[config.mk]
export PLATFORM = sky130hd
export DESIGN_NAME = pipe_trace_buffer
export DESIGN_NICKNAME = d
export VERILOG_FILES = /design/src/rtl/pipe_trace_buffer.sv
export SDC_FILE = /design/constraint.sdc
export NUM_CORES = 2
export LEC_CHECK = 0
export CAP_MARGIN = 10
export CORE_MARGIN = 4
export CORE_UTILIZATION = 26
export CTS_CLUSTER_DIAMETER = 50
export DETAILED_ROUTE_END_ITERATION = 10
export PLACE_DENSITY = 0.52
export RECOVER_POWER = 50
export SKIP_CTS_REPAIR_TIMING = 1
export SYNTH_ARGS = -nofsm -noshare
export SYNTH_HDL_FRONTEND = slang
export SYNTH_SLANG_ARGS = --single-unit
[constraint.sdc]
create_clock -name clock -period 6.3 [get_ports clock]
set_input_delay 1.26 -clock clock [delete_from_list [all_inputs] [get_ports clock]]
set_output_delay 1.26 -clock clock [all_outputs]
set_load 0.005 [all_outputs]
[src/rtl/pipe_trace_buffer.sv]
// pipe_trace_buffer: per-cycle pipeline probe recorder with trigger, post-trigger window and circular readback
module pipe_trace_buffer #(
  parameter int DATA_W = 16,
  parameter int NUM_CH = 4,
  parameter int DEPTH  = 32,
  parameter int CNT_W  = 16,
  parameter int CH_W   = (NUM_CH > 1) ? $clog2(NUM_CH) : 1,
  parameter int AW     = $clog2(DEPTH)
) (
  input  logic                             clock,
  input  logic                             reset,
  input  logic [NUM_CH*DATA_W-1:0]         probe_bus,
  input  logic                             probe_valid,
  input  logic                             cpu_halt,
  input  logic                             arm,
  input  logic [1:0]                       trig_mode,
  input  logic [CH_W-1:0]                  trig_ch,
  input  logic [DATA_W-1:0]                trig_value,
  input  logic [AW-1:0]                    post_trig,
  input  logic                             rd_req,
  input  logic [AW-1:0]                    rd_index,
  output logic                             rd_valid,
  output logic [CNT_W+NUM_CH*DATA_W-1:0]   rd_data,
  output logic                             rd_err,
  output logic [AW:0]                      entries,
  output logic                             wrapped,
  output logic [CNT_W-1:0]                 cycle_count,
  output logic [1:0]                       state,
  output logic                             triggered
);
  localparam int ENT_W = CNT_W + NUM_CH*DATA_W;
  typedef enum logic [1:0] {IDLE = 2'b00, ARMED = 2'b01, POST = 2'b10, DONE = 2'b11} state_t;
  state_t             state_q, state_d;
  logic [CNT_W-1:0]   cycle_count_q, cycle_count_d;
  logic [AW-1:0]      wr_ptr_q, wr_ptr_d, post_cnt_q, post_cnt_d, rd_addr;
  logic [AW:0]        entries_q, entries_d;
  logic               wrapped_q, wrapped_d, triggered_q, triggered_d;
  logic               rd_valid_q, rd_valid_d, rd_err_q, rd_err_d;
  logic [ENT_W-1:0]   rd_data_q, rd_data_d;
  logic [ENT_W-1:0]   mem [DEPTH];
  logic [DATA_W-1:0]  sel_ch;
  logic               match, halt_hit, hit, capture;
  always_comb begin
    sel_ch = '0;
    for (int k = 0; k < NUM_CH; k++)
      if (CH_W'(k) == trig_ch) sel_ch = probe_bus[k*DATA_W +: DATA_W];
  end
  assign match    = (state_q == ARMED) & probe_valid & (sel_ch == trig_value);
  assign halt_hit = cpu_halt & ((trig_mode == 2'b00) | (trig_mode == 2'b10));
  assign hit      = (state_q == ARMED) & (halt_hit | (match & ((trig_mode == 2'b01) | (trig_mode == 2'b10))));
  assign capture  = ~arm & probe_valid & ((state_q == ARMED) | (state_q == POST));
  always_comb begin
    cycle_count_d = cycle_count_q + CNT_W'(1);
    state_d       = state_q;
    post_cnt_d    = post_cnt_q;
    wr_ptr_d      = capture ? wr_ptr_q + AW'(1) : wr_ptr_q;
    entries_d     = (capture && entries_q != (AW+1)'(DEPTH)) ? entries_q + (AW+1)'(1) : entries_q;
    wrapped_d     = wrapped_q | (capture & (wr_ptr_q == AW'(DEPTH-1)));
    triggered_d   = triggered_q | hit;
    // arm restarts the capture and wins over any hit or capture in the same cycle
    if (arm) begin
      state_d     = ARMED;
      wr_ptr_d    = '0;
      entries_d   = '0;
      wrapped_d   = 1'b0;
      triggered_d = 1'b0;
    end else if (hit) begin
      state_d    = (post_trig == '0 || halt_hit) ? DONE : POST;
      post_cnt_d = post_trig;
    end else if (state_q == POST && cpu_halt) begin
      state_d = DONE;
    end else if (state_q == POST && capture) begin
      post_cnt_d = post_cnt_q - AW'(1);
      state_d    = (post_cnt_q == AW'(1)) ? DONE : POST;
    end
  end
  assign rd_addr = (wrapped_q ? wr_ptr_q : AW'(0)) + rd_index;
  always_comb begin
    rd_valid_d = rd_req;
    rd_err_d   = rd_req ? ({1'b0, rd_index} >= entries_q) : rd_err_q;
    rd_data_d  = rd_req ? (rd_err_d ? '0 : mem[rd_addr]) : rd_data_q;
  end
  always_ff @(posedge clock) begin
    if (!reset) begin
      state_q       <= IDLE;
      cycle_count_q <= '0;
      wr_ptr_q      <= '0;
      post_cnt_q    <= '0;
      entries_q     <= '0;
      wrapped_q     <= 1'b0;
      triggered_q   <= 1'b0;
      rd_valid_q    <= 1'b0;
      rd_err_q      <= 1'b0;
      rd_data_q     <= '0;
    end else begin
      state_q       <= state_d;
      cycle_count_q <= cycle_count_d;
      wr_ptr_q      <= wr_ptr_d;
      post_cnt_q    <= post_cnt_d;
      entries_q     <= entries_d;
      wrapped_q     <= wrapped_d;
      triggered_q   <= triggered_d;
      rd_valid_q    <= rd_valid_d;
      rd_err_q      <= rd_err_d;
      rd_data_q     <= rd_data_d;
    end
  end
  always_ff @(posedge clock)
    if (reset && capture) mem[wr_ptr_q] <= {cycle_count_q, probe_bus};
  assign rd_valid    = rd_valid_q;
  assign rd_data     = rd_data_q;
  assign rd_err      = rd_err_q;
  assign entries     = entries_q;
  assign wrapped     = wrapped_q;
  assign cycle_count = cycle_count_q;
  assign state       = state_q;
  assign triggered   = triggered_q;
endmodule
==> results.txt <==
* Post-Route Skew: 0.04635 ns
- In this run the power density over the cells is roughly 310 nW/um2.
- Dividing the detail-routed wire length by the instance count gives about 28 um.
- Static leakage power: 39.21 nW
- Detailed placement finished with a half-perimeter wire length of between 150 and 200 mm.
- Period minus WS final: ~5.0 ns
- Data required time at the worst endpoint: 7.07 ns
* Die footprint: 408,800 um2
- Total power of the final layout: approximately 0.039 W
* Share of Yosys cell area claimed by the top area cell type: about three quarters
- Data arrival time of the critical path: just under 6 ns
- Area of the multi-input gates: approximately 23,000 um2
* Leftover overflow at the end of global routing: 0
* Buffer levels on the longest clock path: 4
- Counting the buffers created by CTS gives 300.
* Worst Hold Endpoint: triggered
* Sequential cell area: just under 80,000 um2
- Global routing used between 10% and 20% of the available tracks across all layers.
- Detailed-router iteration count before antenna repair: 6
- The endpoint identified for the worst register-to-register timing path is mem[3][16].
- Number of design-rule violations left by the first detailed-router iteration: 5,833
* Worst IR Drop VDD: 0.0002413 V
* Fraction of met3 tracks used by global routing: roughly 2.4%
* Launch instance of the worst register-to-register path: state[0]
- Tightest hold margin: 0.4733 ns
* Layout overhead on the synthesized area: 19.35%
- After synthesis, the cell types taking the most area are edfxtp_1, mux4_2, nand2_1.
- CTS HTree Levels: 5
- Final count of negative-setup-slack endpoints: 0
* Result of the run: finished with violations
* Clock input transition at the sequential cells of the worst setup and hold paths: around 0.060 ns
- Height of the die: about 640 um
* Post-Route Setup TNS: 0 ns
* Cell type contributing the most total cell area after synthesis: edfxtp_1
- Synthesis-stage register bit count: ~2.7k
- Met1 Track Usage GR: 19.17%
* Share of synthesized area occupied by flip-flops and latches: approximately 76%
* Setup repair after global routing missed its margin: false
- After the last flow step, the layout net total stands at between 5k and 6k.
- The number of nets handed over by synthesis was around 5.5k.
- Master cell of the clock root buffer: clkbuf_16
* Total number of clock tree sinks: about 2.7k
* Antenna-violating nets left: 0
- Standard-cell row count: between 200 and 250
- Across the run, the number of max-cap violations was 31.
- The worst register-to-register path has a depth of 8.
- The number of failing hold endpoints at the final stage was 0.
* Hold path cells: 1
* Post-synthesis instance total: between 5k and 6k
* Number of remaining DRC errors: 0
- STA classifies the critical path startpoint as an input pin.
- Port buffering added roughly 210 buffers.
* Crit share post-route: 79.84%
- In this run the most used layer during global routing was met2.
* Hold WC Path Type: reg -> reg
- Antenna violations before repair: 48
- Vias after detailed routing: 54.10k
- The mapped netlist covers around 100,000 um2.
* Fill cell instance count of the final layout: 38.28k
- At the pin with the least slew margin, the transition time is approximately 3.8 ns.
- Of all flip-flops after synthesis, the portion carrying an async set or reset was 0%.
- The critical path in this run is classified as in -> reg.
- For the worst-skew pair, the clock arrives at the later sink with an insertion delay of ~0.87 ns.
* Max-slew violation total from the final report: ~1.1k
- The final reports fail on max-capacitance violations, max-slew violations.
* M2 GR Usage: between 20% and 30%
- Post-synth cell types: 63
- Dividing the detail-routed via count by the number of cells gives just under 5.
- Initial Utilization: a little over a quarter
- In this run the most critical hold path is launched from triggered.
- Ys Warns: 0
* Fraction of final layout cells with drive strength greater than 1: between 20% and 30%
- Derived from the worst setup path, the maximum achievable clock frequency is roughly 200 MHz.
* Kind of capture point of the worst setup path: register
- Top FF cell, synth: edfxtp_1
- The region available for standard cell placement spans between 300,000 and 400,000 um2.
- Summed over all layers, the routed wires come to about 320 mm.
- Entering global routing, the biggest net connects about 110 pins.
- Worst-case register-to-register setup slack: between 2 and 2.5 ns
- Die Width: 639.4 um
- # IOs: about 210
- Measured on the finished design, the core utilization comes to a little under a third.
* Global-route wire length before repair: 447.6 mm
- Counting flops with a built-in enable in the synthesized netlist gives ~2.6k.
- The number of global-route vias before repair came to 56.33k.
- TritonCTS clock tree: built
* Placer's final routability congestion estimate: 0.7741
- Worst slew margin relative to its limit: -151.9%
* Largest fanout of any net on the critical path: between 40 and 50
- Mean cell area of the mapped netlist: ~19 um2
cell type report:
cell class,instances,share of cell area (%)
inverter,19,0.05765
timing repair buffer,447,3.676
sequential,2678,64.05
antenna,22,0.04450
clock buffer,399,6.709
tap,5242,5.302
clock inverter,142,1.229
multi-input combinational,2322,18.93
through the flow:
step,setup WS [ns],std cells,instance area [um2]
after floorplan,0.4203,5326,103600
after global placement,1.113,10710,114200
after CTS,1.976,11250,124000
final,1.270,11270,123700
after detailed placement,1.058,10710,114200
after global routing,1.120,11260,123700
worst max-delay path: stages:
cell      delay (ns)
clkbuf_2        1.22
clkbuf_1        2.75
and2_1          0.41
worst max-delay path by stage:
| stage | slack [ns] | startpoint | depth (start not counted) | end |
|---|---|---|---|---|
| 3_3_place_gp | 1.11 | probe_bus[62] | 9 | post_cnt_q[3] |
| 6_report | 1.27 | reset | 3 | cycle_count[9] |
| 2_1_floorplan | 0.42 | probe_valid | 5 | mem[30][0] |
| 4_1_cts | 1.98 | probe_bus[62] | 9 | post_cnt_q[3] |
| 3_5_place_dp | 1.06 | probe_bus[62] | 9 | post_cnt_q[3] |
| 5_1_grt | 1.12 | reset | 3 | cycle_count[9] |
layout by cell type, fill, tap and decap left out, types with 5 or more instances in the layout:
cell             synthesis  routed
mux4_2                 644     644
nand3_1                492     492
nand2_1                664     664
edfxtp_1              2560    2560
clkdlybuf4s50_1          0      77
and2_1                  20       8
clkinv_8                 0       6
and2_0                   0      12
inv_6                    0      18
inv_8                    0       5
inv_1                   19      19
buf_4                    1      81
diode_2                  0      22
dlygate4sd3_1            0     126
clkinv_4                 0       6
buf_12                   0      79
nor2_1                  58      28
o21a_1                  85      85
nor2b_1                 86      86
ha_1                    23      22
or3_1                    7       7
nor3_1                   5       5
xor2_1                  19      16
dfxtp_1                118     118
xnor2_1                 20      17
clkbuf_16                0     308
nor2_4                   0      30
clkinv_1                 0      32
clkbuf_8                 0      25
clkinvlp_4               0      16
mux2i_1                 23      22
clkbuf_1               214     147
clkinv_2                 0      33
xnor2_2                  3       6
bufinv_16                0      22
a21oi_1                 89      89
nand4_1                 11      11
synthesized netlist by cell type (4+ instances only):
cell type  count
edfxtp_1    2560
nand2_1      664
mux4_2       644
nand3_1      492
clkbuf_1     214
dfxtp_1      118
a21oi_1       89
nor2b_1       86
o21a_1        85
buf_2         66
nor2_1        58
buf_1         23
ha_1          23
mux2i_1       23
and2_1        20
xnor2_1       20
inv_1         19
xor2_1        19
nand4_1       11
or3_1          7
nor3_1         5
a21boi_0       4
a21o_1         4
nor4b_1        4
o21ai_0        4
o22ai_1        4
flip-flops by register name, indices dropped and copies added (netlist names):
register and cells:
post_cnt_q 5, rd_valid 1, cycle_count 16, wr_ptr_q 5, rd_err 1, entries 6, triggered 1, mem 2560
state 2, rd_data 80, wrapped 1
logic make-up after synthesis:
group                    Yosys count  share of synthesized area (%)
AND/OR/NAND/NOR                 1367                          5.941
adder cells (fa/ha/maj)           24                         0.2970
buffers and inverters            326                          1.286
multiplexers                     669                          14.24
XOR/XNOR                          42                         0.3766
flip-flops                      2678                          76.45
AO/OA/AOI/OAI                    220                          1.415
power by group:
group	internal [W]	switching [W]	total, W
Sequential	0.0195	0.0000342	0.0195
Combinational	0.000649	0.00111	0.00176
Clock	0.0103	0.00717	0.0174
Total	0.0304	0.00831	0.0387
metal layers:
layer,up-vias,part of all wire [%]
met5,-,0.011
met4,6,3.4
met3,507,5.8
met2,1901,51
met1,29360,39
li1,22330,-
No activity file was read; power rests on OpenSTA's default activity.
